==> config.mk <==
export PLATFORM = sky130hd
export DESIGN_NAME = bus_interconnect_mux_flat
export DESIGN_NICKNAME = d
export VERILOG_FILES = /design/src/rtl/bus_interconnect_mux_if.sv /design/src/rtl/bus_interconnect_mux.sv /design/src/flat_wrapper.sv
export SDC_FILE = /design/constraint.sdc
export NUM_CORES = 1
export LEC_CHECK = 0
export CAP_MARGIN = 20
export CORE_MARGIN = 2
export CORE_UTILIZATION = 35
export CTS_BUF_LIST = sky130_fd_sc_hd__clkbuf_4 sky130_fd_sc_hd__clkbuf_8 sky130_fd_sc_hd__clkbuf_16
export DETAILED_ROUTE_END_ITERATION = 10
export PLACE_DENSITY = 0.76
export SYNTH_ARGS = -nofsm -noshare
export SYNTH_HDL_FRONTEND = slang
export SYNTH_SLANG_ARGS = --single-unit
==> constraint.sdc <==
create_clock -name clk -period 1.9 [get_ports clk]
set_input_delay 0.38 -clock clk [delete_from_list [all_inputs] [get_ports clk]]
set_output_delay 0.38 -clock clk [all_outputs]
set_load 0.01 [all_outputs]
==> src/rtl/bus_interconnect_mux_if.sv <==
// Processor-to-slaves bus bundle for bus_interconnect_mux.
// The slave modport is the interconnect's view; master is the processor/slave-array side.
interface bus_interconnect_mux_if #(
  parameter int NUM_SLAVES = 4,
  parameter int ADDR_W     = 32,
  parameter int DATA_W     = 32
);
  logic                         proc_rd_en_i;
  logic                         proc_wr_en_i;
  logic [ADDR_W-1:0]            proc_addr_i;
  logic [DATA_W-1:0]            proc_data_i;
  logic [DATA_W-1:0]            proc_data_o;
  logic                         proc_ready_o;
  logic                         proc_err_o;
  logic [NUM_SLAVES-1:0]        slv_rd_en_o;
  logic [NUM_SLAVES-1:0]        slv_wr_en_o;
  logic [ADDR_W-1:0]            slv_addr_o;
  logic [DATA_W-1:0]            slv_data_o;
  logic [NUM_SLAVES*DATA_W-1:0] slv_data_i;
  logic [NUM_SLAVES-1:0]        slv_ready_i;

  modport slave (
    input  proc_rd_en_i, proc_wr_en_i, proc_addr_i, proc_data_i, slv_data_i, slv_ready_i,
    output proc_data_o, proc_ready_o, proc_err_o, slv_rd_en_o, slv_wr_en_o, slv_addr_o, slv_data_o
  );

  modport master (
    output proc_rd_en_i, proc_wr_en_i, proc_addr_i, proc_data_i, slv_data_i, slv_ready_i,
    input  proc_data_o, proc_ready_o, proc_err_o, slv_rd_en_o, slv_wr_en_o, slv_addr_o, slv_data_o
  );
endinterface

==> src/rtl/bus_interconnect_mux.sv <==
// Registered address-decoding interconnect: one access at a time to one of NUM_SLAVES regions,
// with bus-error responses for unmapped addresses, rd+wr collisions and stalled slaves.
module bus_interconnect_mux #(
  parameter int NUM_SLAVES = 4,
  parameter int ADDR_W     = 32,
  parameter int DATA_W     = 32,
  parameter int SEL_HI     = 31,
  parameter int SEL_LO     = 28,
  parameter logic [NUM_SLAVES*(SEL_HI-SEL_LO+1)-1:0] SLV_SEL = {4'h8, 4'h4, 4'h2, 4'h0},
  parameter int TIMEOUT    = 16,
  parameter logic [DATA_W-1:0] ERR_DATA = 32'h0000_0000
) (
  input logic clk,
  input logic rst_n,
  bus_interconnect_mux_if.slave bus
);
  localparam int SEL_W = SEL_HI - SEL_LO + 1;
  localparam int IDX_W = (NUM_SLAVES > 1) ? $clog2(NUM_SLAVES) : 1;
  localparam int CNT_W = $clog2(TIMEOUT);

  typedef enum logic [1:0] {IDLE, ACCESS, RESP} state_t;

  state_t                state_reg;
  logic [IDX_W-1:0]      idx_reg;
  logic                  rd_reg;
  logic [CNT_W-1:0]      cnt_reg;
  logic [DATA_W-1:0]     proc_data_reg;
  logic                  proc_ready_reg;
  logic                  proc_err_reg;
  logic [NUM_SLAVES-1:0] slv_rd_en_reg;
  logic [NUM_SLAVES-1:0] slv_wr_en_reg;
  logic [ADDR_W-1:0]     slv_addr_reg;
  logic [DATA_W-1:0]     slv_data_reg;

  logic [NUM_SLAVES-1:0] hit;
  logic [IDX_W-1:0]      idx_next;
  logic                  match_next;
  logic [NUM_SLAVES-1:0] onehot_next;
  logic                  sel_ready;
  logic [DATA_W-1:0]     sel_data;

  genvar gi;
  generate
    for (gi = 0; gi < NUM_SLAVES; gi++) begin : g_decode
      assign hit[gi] = (bus.proc_addr_i[SEL_HI:SEL_LO] == SLV_SEL[gi*SEL_W +: SEL_W]);
    end
  endgenerate

  // Scan from the top down so the lowest matching index is the one left standing.
  always_comb begin
    idx_next   = '0;
    match_next = 1'b0;
    for (int i = NUM_SLAVES - 1; i >= 0; i--) begin
      if (hit[i]) begin
        idx_next   = IDX_W'(i);
        match_next = 1'b1;
      end
    end
  end

  assign onehot_next = NUM_SLAVES'(1) << idx_next;
  assign sel_ready   = bus.slv_ready_i[idx_reg];
  assign sel_data    = bus.slv_data_i[idx_reg*DATA_W +: DATA_W];

  always_ff @(posedge clk or negedge rst_n) begin
    if (!rst_n) begin
      state_reg      <= IDLE;
      idx_reg        <= '0;
      rd_reg         <= 1'b0;
      cnt_reg        <= '0;
      proc_data_reg  <= '0;
      proc_ready_reg <= 1'b0;
      proc_err_reg   <= 1'b0;
      slv_rd_en_reg  <= '0;
      slv_wr_en_reg  <= '0;
      slv_addr_reg   <= '0;
      slv_data_reg   <= '0;
    end else begin
      case (state_reg)
        IDLE: begin
          proc_ready_reg <= 1'b0;
          proc_err_reg   <= 1'b0;
          cnt_reg        <= '0;
          if (bus.proc_rd_en_i || bus.proc_wr_en_i) begin
            slv_addr_reg <= bus.proc_addr_i;
            slv_data_reg <= bus.proc_data_i;
            rd_reg       <= bus.proc_rd_en_i && !bus.proc_wr_en_i;
            idx_reg      <= idx_next;
            if (bus.proc_rd_en_i && bus.proc_wr_en_i) begin
              // Ambiguous op: reject without touching any slave or the read data.
              proc_ready_reg <= 1'b1;
              proc_err_reg   <= 1'b1;
              state_reg      <= RESP;
            end else if (!match_next) begin
              proc_ready_reg <= 1'b1;
              proc_err_reg   <= 1'b1;
              if (bus.proc_rd_en_i) proc_data_reg <= ERR_DATA;
              state_reg      <= RESP;
            end else begin
              slv_rd_en_reg <= bus.proc_rd_en_i ? onehot_next : '0;
              slv_wr_en_reg <= bus.proc_wr_en_i ? onehot_next : '0;
              state_reg     <= ACCESS;
            end
          end
        end
        ACCESS: begin
          // Ready is checked before the terminal count so a last-cycle completion is not an error.
          if (sel_ready) begin
            slv_rd_en_reg  <= '0;
            slv_wr_en_reg  <= '0;
            if (rd_reg) proc_data_reg <= sel_data;
            proc_ready_reg <= 1'b1;
            proc_err_reg   <= 1'b0;
            state_reg      <= RESP;
          end else if (cnt_reg == CNT_W'(TIMEOUT - 1)) begin
            slv_rd_en_reg  <= '0;
            slv_wr_en_reg  <= '0;
            if (rd_reg) proc_data_reg <= ERR_DATA;
            proc_ready_reg <= 1'b1;
            proc_err_reg   <= 1'b1;
            state_reg      <= RESP;
          end else begin
            cnt_reg <= cnt_reg + 1'b1;
          end
        end
        RESP: begin
          proc_ready_reg <= 1'b0;
          proc_err_reg   <= 1'b0;
          cnt_reg        <= '0;
          state_reg      <= IDLE;
        end
        default: state_reg <= IDLE;
      endcase
    end
  end

  assign bus.proc_data_o  = proc_data_reg;
  assign bus.proc_ready_o = proc_ready_reg;
  assign bus.proc_err_o   = proc_err_reg;
  assign bus.slv_rd_en_o  = slv_rd_en_reg;
  assign bus.slv_wr_en_o  = slv_wr_en_reg;
  assign bus.slv_addr_o   = slv_addr_reg;
  assign bus.slv_data_o   = slv_data_reg;
endmodule

==> src/flat_wrapper.sv <==
// flat-port wrapper written by rule: the top's interface ports become plain ports
module bus_interconnect_mux_flat 
#(
  parameter int NUM_SLAVES = 4,
  parameter int ADDR_W     = 32,
  parameter int DATA_W     = 32,
  parameter int SEL_HI     = 31,
  parameter int SEL_LO     = 28,
  parameter logic [NUM_SLAVES*(SEL_HI-SEL_LO+1)-1:0] SLV_SEL = {4'h8, 4'h4, 4'h2, 4'h0},
  parameter int TIMEOUT    = 16,
  parameter logic [DATA_W-1:0] ERR_DATA = 32'h0000_0000
)
  (clk, rst_n, bus_proc_rd_en_i, bus_proc_wr_en_i, bus_proc_addr_i, bus_proc_data_i, bus_slv_data_i, bus_slv_ready_i, bus_proc_data_o, bus_proc_ready_o, bus_proc_err_o, bus_slv_rd_en_o, bus_slv_wr_en_o, bus_slv_addr_o, bus_slv_data_o);
  bus_interconnect_mux_if #(.NUM_SLAVES(NUM_SLAVES), .ADDR_W(ADDR_W), .DATA_W(DATA_W)) bus_i ();
  input logic clk;
  input logic rst_n;
  input wire logic [$bits(bus_i.proc_rd_en_i)-1:0] bus_proc_rd_en_i;
  input wire logic [$bits(bus_i.proc_wr_en_i)-1:0] bus_proc_wr_en_i;
  input wire logic [$bits(bus_i.proc_addr_i)-1:0] bus_proc_addr_i;
  input wire logic [$bits(bus_i.proc_data_i)-1:0] bus_proc_data_i;
  input wire logic [$bits(bus_i.slv_data_i)-1:0] bus_slv_data_i;
  input wire logic [$bits(bus_i.slv_ready_i)-1:0] bus_slv_ready_i;
  output wire logic [$bits(bus_i.proc_data_o)-1:0] bus_proc_data_o;
  output wire logic [$bits(bus_i.proc_ready_o)-1:0] bus_proc_ready_o;
  output wire logic [$bits(bus_i.proc_err_o)-1:0] bus_proc_err_o;
  output wire logic [$bits(bus_i.slv_rd_en_o)-1:0] bus_slv_rd_en_o;
  output wire logic [$bits(bus_i.slv_wr_en_o)-1:0] bus_slv_wr_en_o;
  output wire logic [$bits(bus_i.slv_addr_o)-1:0] bus_slv_addr_o;
  output wire logic [$bits(bus_i.slv_data_o)-1:0] bus_slv_data_o;
  assign bus_i.proc_rd_en_i = bus_proc_rd_en_i;
  assign bus_i.proc_wr_en_i = bus_proc_wr_en_i;
  assign bus_i.proc_addr_i = bus_proc_addr_i;
  assign bus_i.proc_data_i = bus_proc_data_i;
  assign bus_i.slv_data_i = bus_slv_data_i;
  assign bus_i.slv_ready_i = bus_slv_ready_i;
  assign bus_proc_data_o = bus_i.proc_data_o;
  assign bus_proc_ready_o = bus_i.proc_ready_o;
  assign bus_proc_err_o = bus_i.proc_err_o;
  assign bus_slv_rd_en_o = bus_i.slv_rd_en_o;
  assign bus_slv_wr_en_o = bus_i.slv_wr_en_o;
  assign bus_slv_addr_o = bus_i.slv_addr_o;
  assign bus_slv_data_o = bus_i.slv_data_o;
  bus_interconnect_mux #(.NUM_SLAVES(NUM_SLAVES), .ADDR_W(ADDR_W), .DATA_W(DATA_W), .SEL_HI(SEL_HI), .SEL_LO(SEL_LO), .SLV_SEL(SLV_SEL), .TIMEOUT(TIMEOUT), .ERR_DATA(ERR_DATA)) u_core (.clk(clk), .rst_n(rst_n), .bus(bus_i));
endmodule
==> impl_metrics.yaml <==
status:
  run_status: "complete, but fails checks"
  violations: "setup timing"
worst_setup_path:
  crit_path_start_kind: "primary input"
  worstSetupPathType: "in -> reg"
  required_time_of_the_critical_path_ps: 2190
  timing.critical_path.arrival_ps: 2190
  reg2reg_from: "u_core.idx_reg[0]"
  cp_max_fo: 4
  worst-r2r-setup-slack_ps: 20
  worst-r2r-cell-count: 4
  worst_r2r_endpoint: "u_core.cnt_reg[2]"
  worst_setup_path_end_kind: "register"
  worst_setup_path_startpoint: "bus_slv_ready_i[3]"
  endpoint: "u_core.cnt_reg[2]"
die:
  initial_utilization_pct: 36.2
  row_count: 45
  fp.dieArea_um2: 16900
  floorplan.io_pins: 306
  placeableCoreArea_um2: 15300
  die_x_um: 130
  die_outline_height_um: 130
power_and_ir_drop:
  clock_group_share_of_total_power_pct: 25.6
  seqPwrFrac_pct: 29.6
  static_leak_nw: 4.03
  pwr-share-comb_pct: 44.8
  power_density_nw_per_um2: 1300
  internal_power_w: 0.00900
  power_switching_w: 0.00381
  vdd.ir_drop.worst_mv: 0.973
  netSwitchingFraction_pct: 29.8
sta:
  timing.fmax_ghz: 0.525
  setup_viol: 1
  final_critical_path_setup_slack_ps: -3.59
  worst_slew_pin_slew_ps: 439
  slew_viol_final: 0
  period_needed_ps: 1900
  timing_hold_violations_final: 0
  timing.max_slew.rel_slack_pct: 70.7
  period_share_pct: 100
  skew_ps: 6.55
yosys:
  avgSynthCellArea_um2: 15.2
  synth_common_cells: "sky130_fd_sc_hd__dfrtp_1, sky130_fd_sc_hd__mux2_2, sky130_fd_sc_hd__mux4_2"
  synthesis.nets: 570
  synthesis.yosys.warnings: 0
  synth_sequential_area_ratio_pct: 51.9
  postSynth.topFlopCell: "sky130_fd_sc_hd__dfrtp_1"
  yosys.cell_count.top_type: "sky130_fd_sc_hd__dfrtp_1"
  synthArstFlopShare_pct: 100
  synth.area.top_cells: "sky130_fd_sc_hd__dfrtp_1, sky130_fd_sc_hd__mux2_2, sky130_fd_sc_hd__mux4_2"
  number_of_synthesized_register_bits: 115
  yosys_top_cell_area_share_pct: 51.9
  yosysTopAreaCell: "sky130_fd_sc_hd__dfrtp_1"
  synth_cell_type_count: 51
  syn-cell-area_um2: 5540
  synth_edf_count: 0
  syn_inst: 365
flow_run:
  timing.max_cap.violations: 0
drt:
  wirelength_mm: 18.7
  iteration_0_drc_count_of_the_detailed_router: 165
  drc: 0
  dr.pass1.iters: 4
  ant_nets: 0
  wire_per_inst_um: 20.1
  vias_per_cell: 5.10
  vias: 4751
cts:
  cts_inserted_buffers: 17
  clock_tree.buffer_depth: 2
  cts.htree.levels: 4
  clock_insertion_delay_worst_skew_ps: 410
  cts_root_buf: "sky130_fd_sc_hd__clkbuf_16"
  cts.sinks: 115
  tritoncts_clock_tree: "yes"
  clkSlewWorstSetupHoldPaths_ps: 60
placed_design:
  numPortBuffers: 305
  post-place-cells: 897
  detailed_place_hpwl_mm: 14.7
  finalWeightedCongestion: 0.829
global_routing:
  first_global_vias: 5141
  grt_util_all_layers_pct: 22.0
  wire_length_of_the_first_global_routing_pass_mm: 28.0
  largest_net_degree_at_the_start_of_global_routing: 48
  antenna_found_initial: 1
  overflow: 0
finish:
  sequential_cell_area_um2: 2880
  finish.net_count: 913
  multiInputGateArea_um2: 2520
  finish.utilization_pct: 64.4
  syn2layout_area_growth_pct: 77.9
  instances_no_fill: 932
  fillCellCount: 1170
  final_layout_size_suffix_gt1_share_pct: 28.7
  number_of_antenna_repair_diodes: 0
min_path:
  min-delay-path-class: "in -> reg"
## critical path, stage by stage
cell	delay, ps
sky130_fd_sc_hd__clkdlybuf4s50_1	430
sky130_fd_sc_hd__mux4_2	560
sky130_fd_sc_hd__or2_4	290
sky130_fd_sc_hd__a211o_1	300
sky130_fd_sc_hd__a22o_1	230
## cell type report
cell class                 instances  area share [%]
clock buffer                      22            4.89
clock inverter                    10            1.32
tap                              211            2.68
timing repair buffer             354            36.1
sequential                       115            29.2
inverter                           5           0.190
multi-input combinational        215            25.6
## power by group through the flow
| stage | clock, W | combinational, W | sequential (W) |
|---|---|---|---|
| 2_1_floorplan | 0 | 0.00227 | 0.00413 |
| 3_3_place_gp | 0 | 0.00561 | 0.00377 |
| 3_5_place_dp | 0 | 0.00573 | 0.00381 |
| 4_1_cts | 0.00333 | 0.00579 | 0.00379 |
| 5_1_grt | 0.00349 | 0.00608 | 0.00390 |
| 6_report | 0.00328 | 0.00574 | 0.00379 |
## worst min path at each step
stage / cells past startpoint / startpoint / slack, ps / to
after global routing: 3 / bus_proc_addr_i[31] / 390 / u_core.bus.slv_addr_o[31]
after floorplan: 0 / rst_n / 80 / u_core.bus.proc_data_o[0]
final: 3 / bus_proc_addr_i[31] / 390 / u_core.bus.slv_addr_o[31]
after global placement: 1 / rst_n / 350 / u_core.bus.slv_addr_o[29]
after detailed placement: 1 / rst_n / 350 / u_core.bus.slv_addr_o[29]
after CTS: 2 / rst_n / 450 / u_core.bus.slv_addr_o[31]
## cell families after synthesis
family	after synthesis	synth area share [%]
XOR/XNOR	1	0.158
multiplexers	110	29.6
flip-flops	115	51.9
AO/OA/AOI/OAI	55	8.90
buffers and inverters	35	2.94
adder cells (fa/ha/maj)	6	1.33
AND/OR/NAND/NOR	43	5.15
## what timing repair did
item / 4_1_cts / 5_1_grt
endpoints found under the setup margin: 4 / 35
setup buffers: 1 / 1
hold buffers: 1 / 0
resized for setup: 0 / 9
hold endpoints to repair: 30 / 0
pin swaps: 1 / 4
## layer usage
metal	vias to the layer above	wire length [um]	global-route usage (%)
met1	2359	6670	24.7
met5	-	0	0
met3	21	2130	9.10
li1	2127	-	-
met2	244	9620	38.3
met4	0	283	6.77
## cells in the final DEF, fill, tap and decap left out, types with 4 or more instances in the layout
cell type and count:
sky130_fd_sc_hd__ha_1 4, sky130_fd_sc_hd__clkdlybuf4s50_1 301, sky130_fd_sc_hd__inv_1 4, sky130_fd_sc_hd__nor3_1 5, sky130_fd_sc_hd__buf_12 10, sky130_fd_sc_hd__nand2_1 4
sky130_fd_sc_hd__nand2b_1 4, sky130_fd_sc_hd__mux2_2 69, sky130_fd_sc_hd__clkinv_2 5, sky130_fd_sc_hd__buf_4 38, sky130_fd_sc_hd__clkbuf_16 17, sky130_fd_sc_hd__dfrtp_1 112
sky130_fd_sc_hd__a21oi_1 5, sky130_fd_sc_hd__mux4_2 33, sky130_fd_sc_hd__a32o_1 32, sky130_fd_sc_hd__nor2_1 8, sky130_fd_sc_hd__mux2_4 8
## metrics by stage
stage               power [W]  cell area (um2)  setup TNS (ps)  worst slack, ps  hold slack (ps)
floorplan             0.00640             5550           -90.5            -11.3             84.4
global placement      0.00938             9200          -28520             -379              349
detailed placement    0.00954             9200          -31850             -438              353
CTS                    0.0129             9830               0             1.05              455
global route           0.0135             9860           -5.24            -3.08              392
finish                 0.0128             9860           -3.59            -3.59              390
No activity file was read; power rests on OpenSTA's default activity.
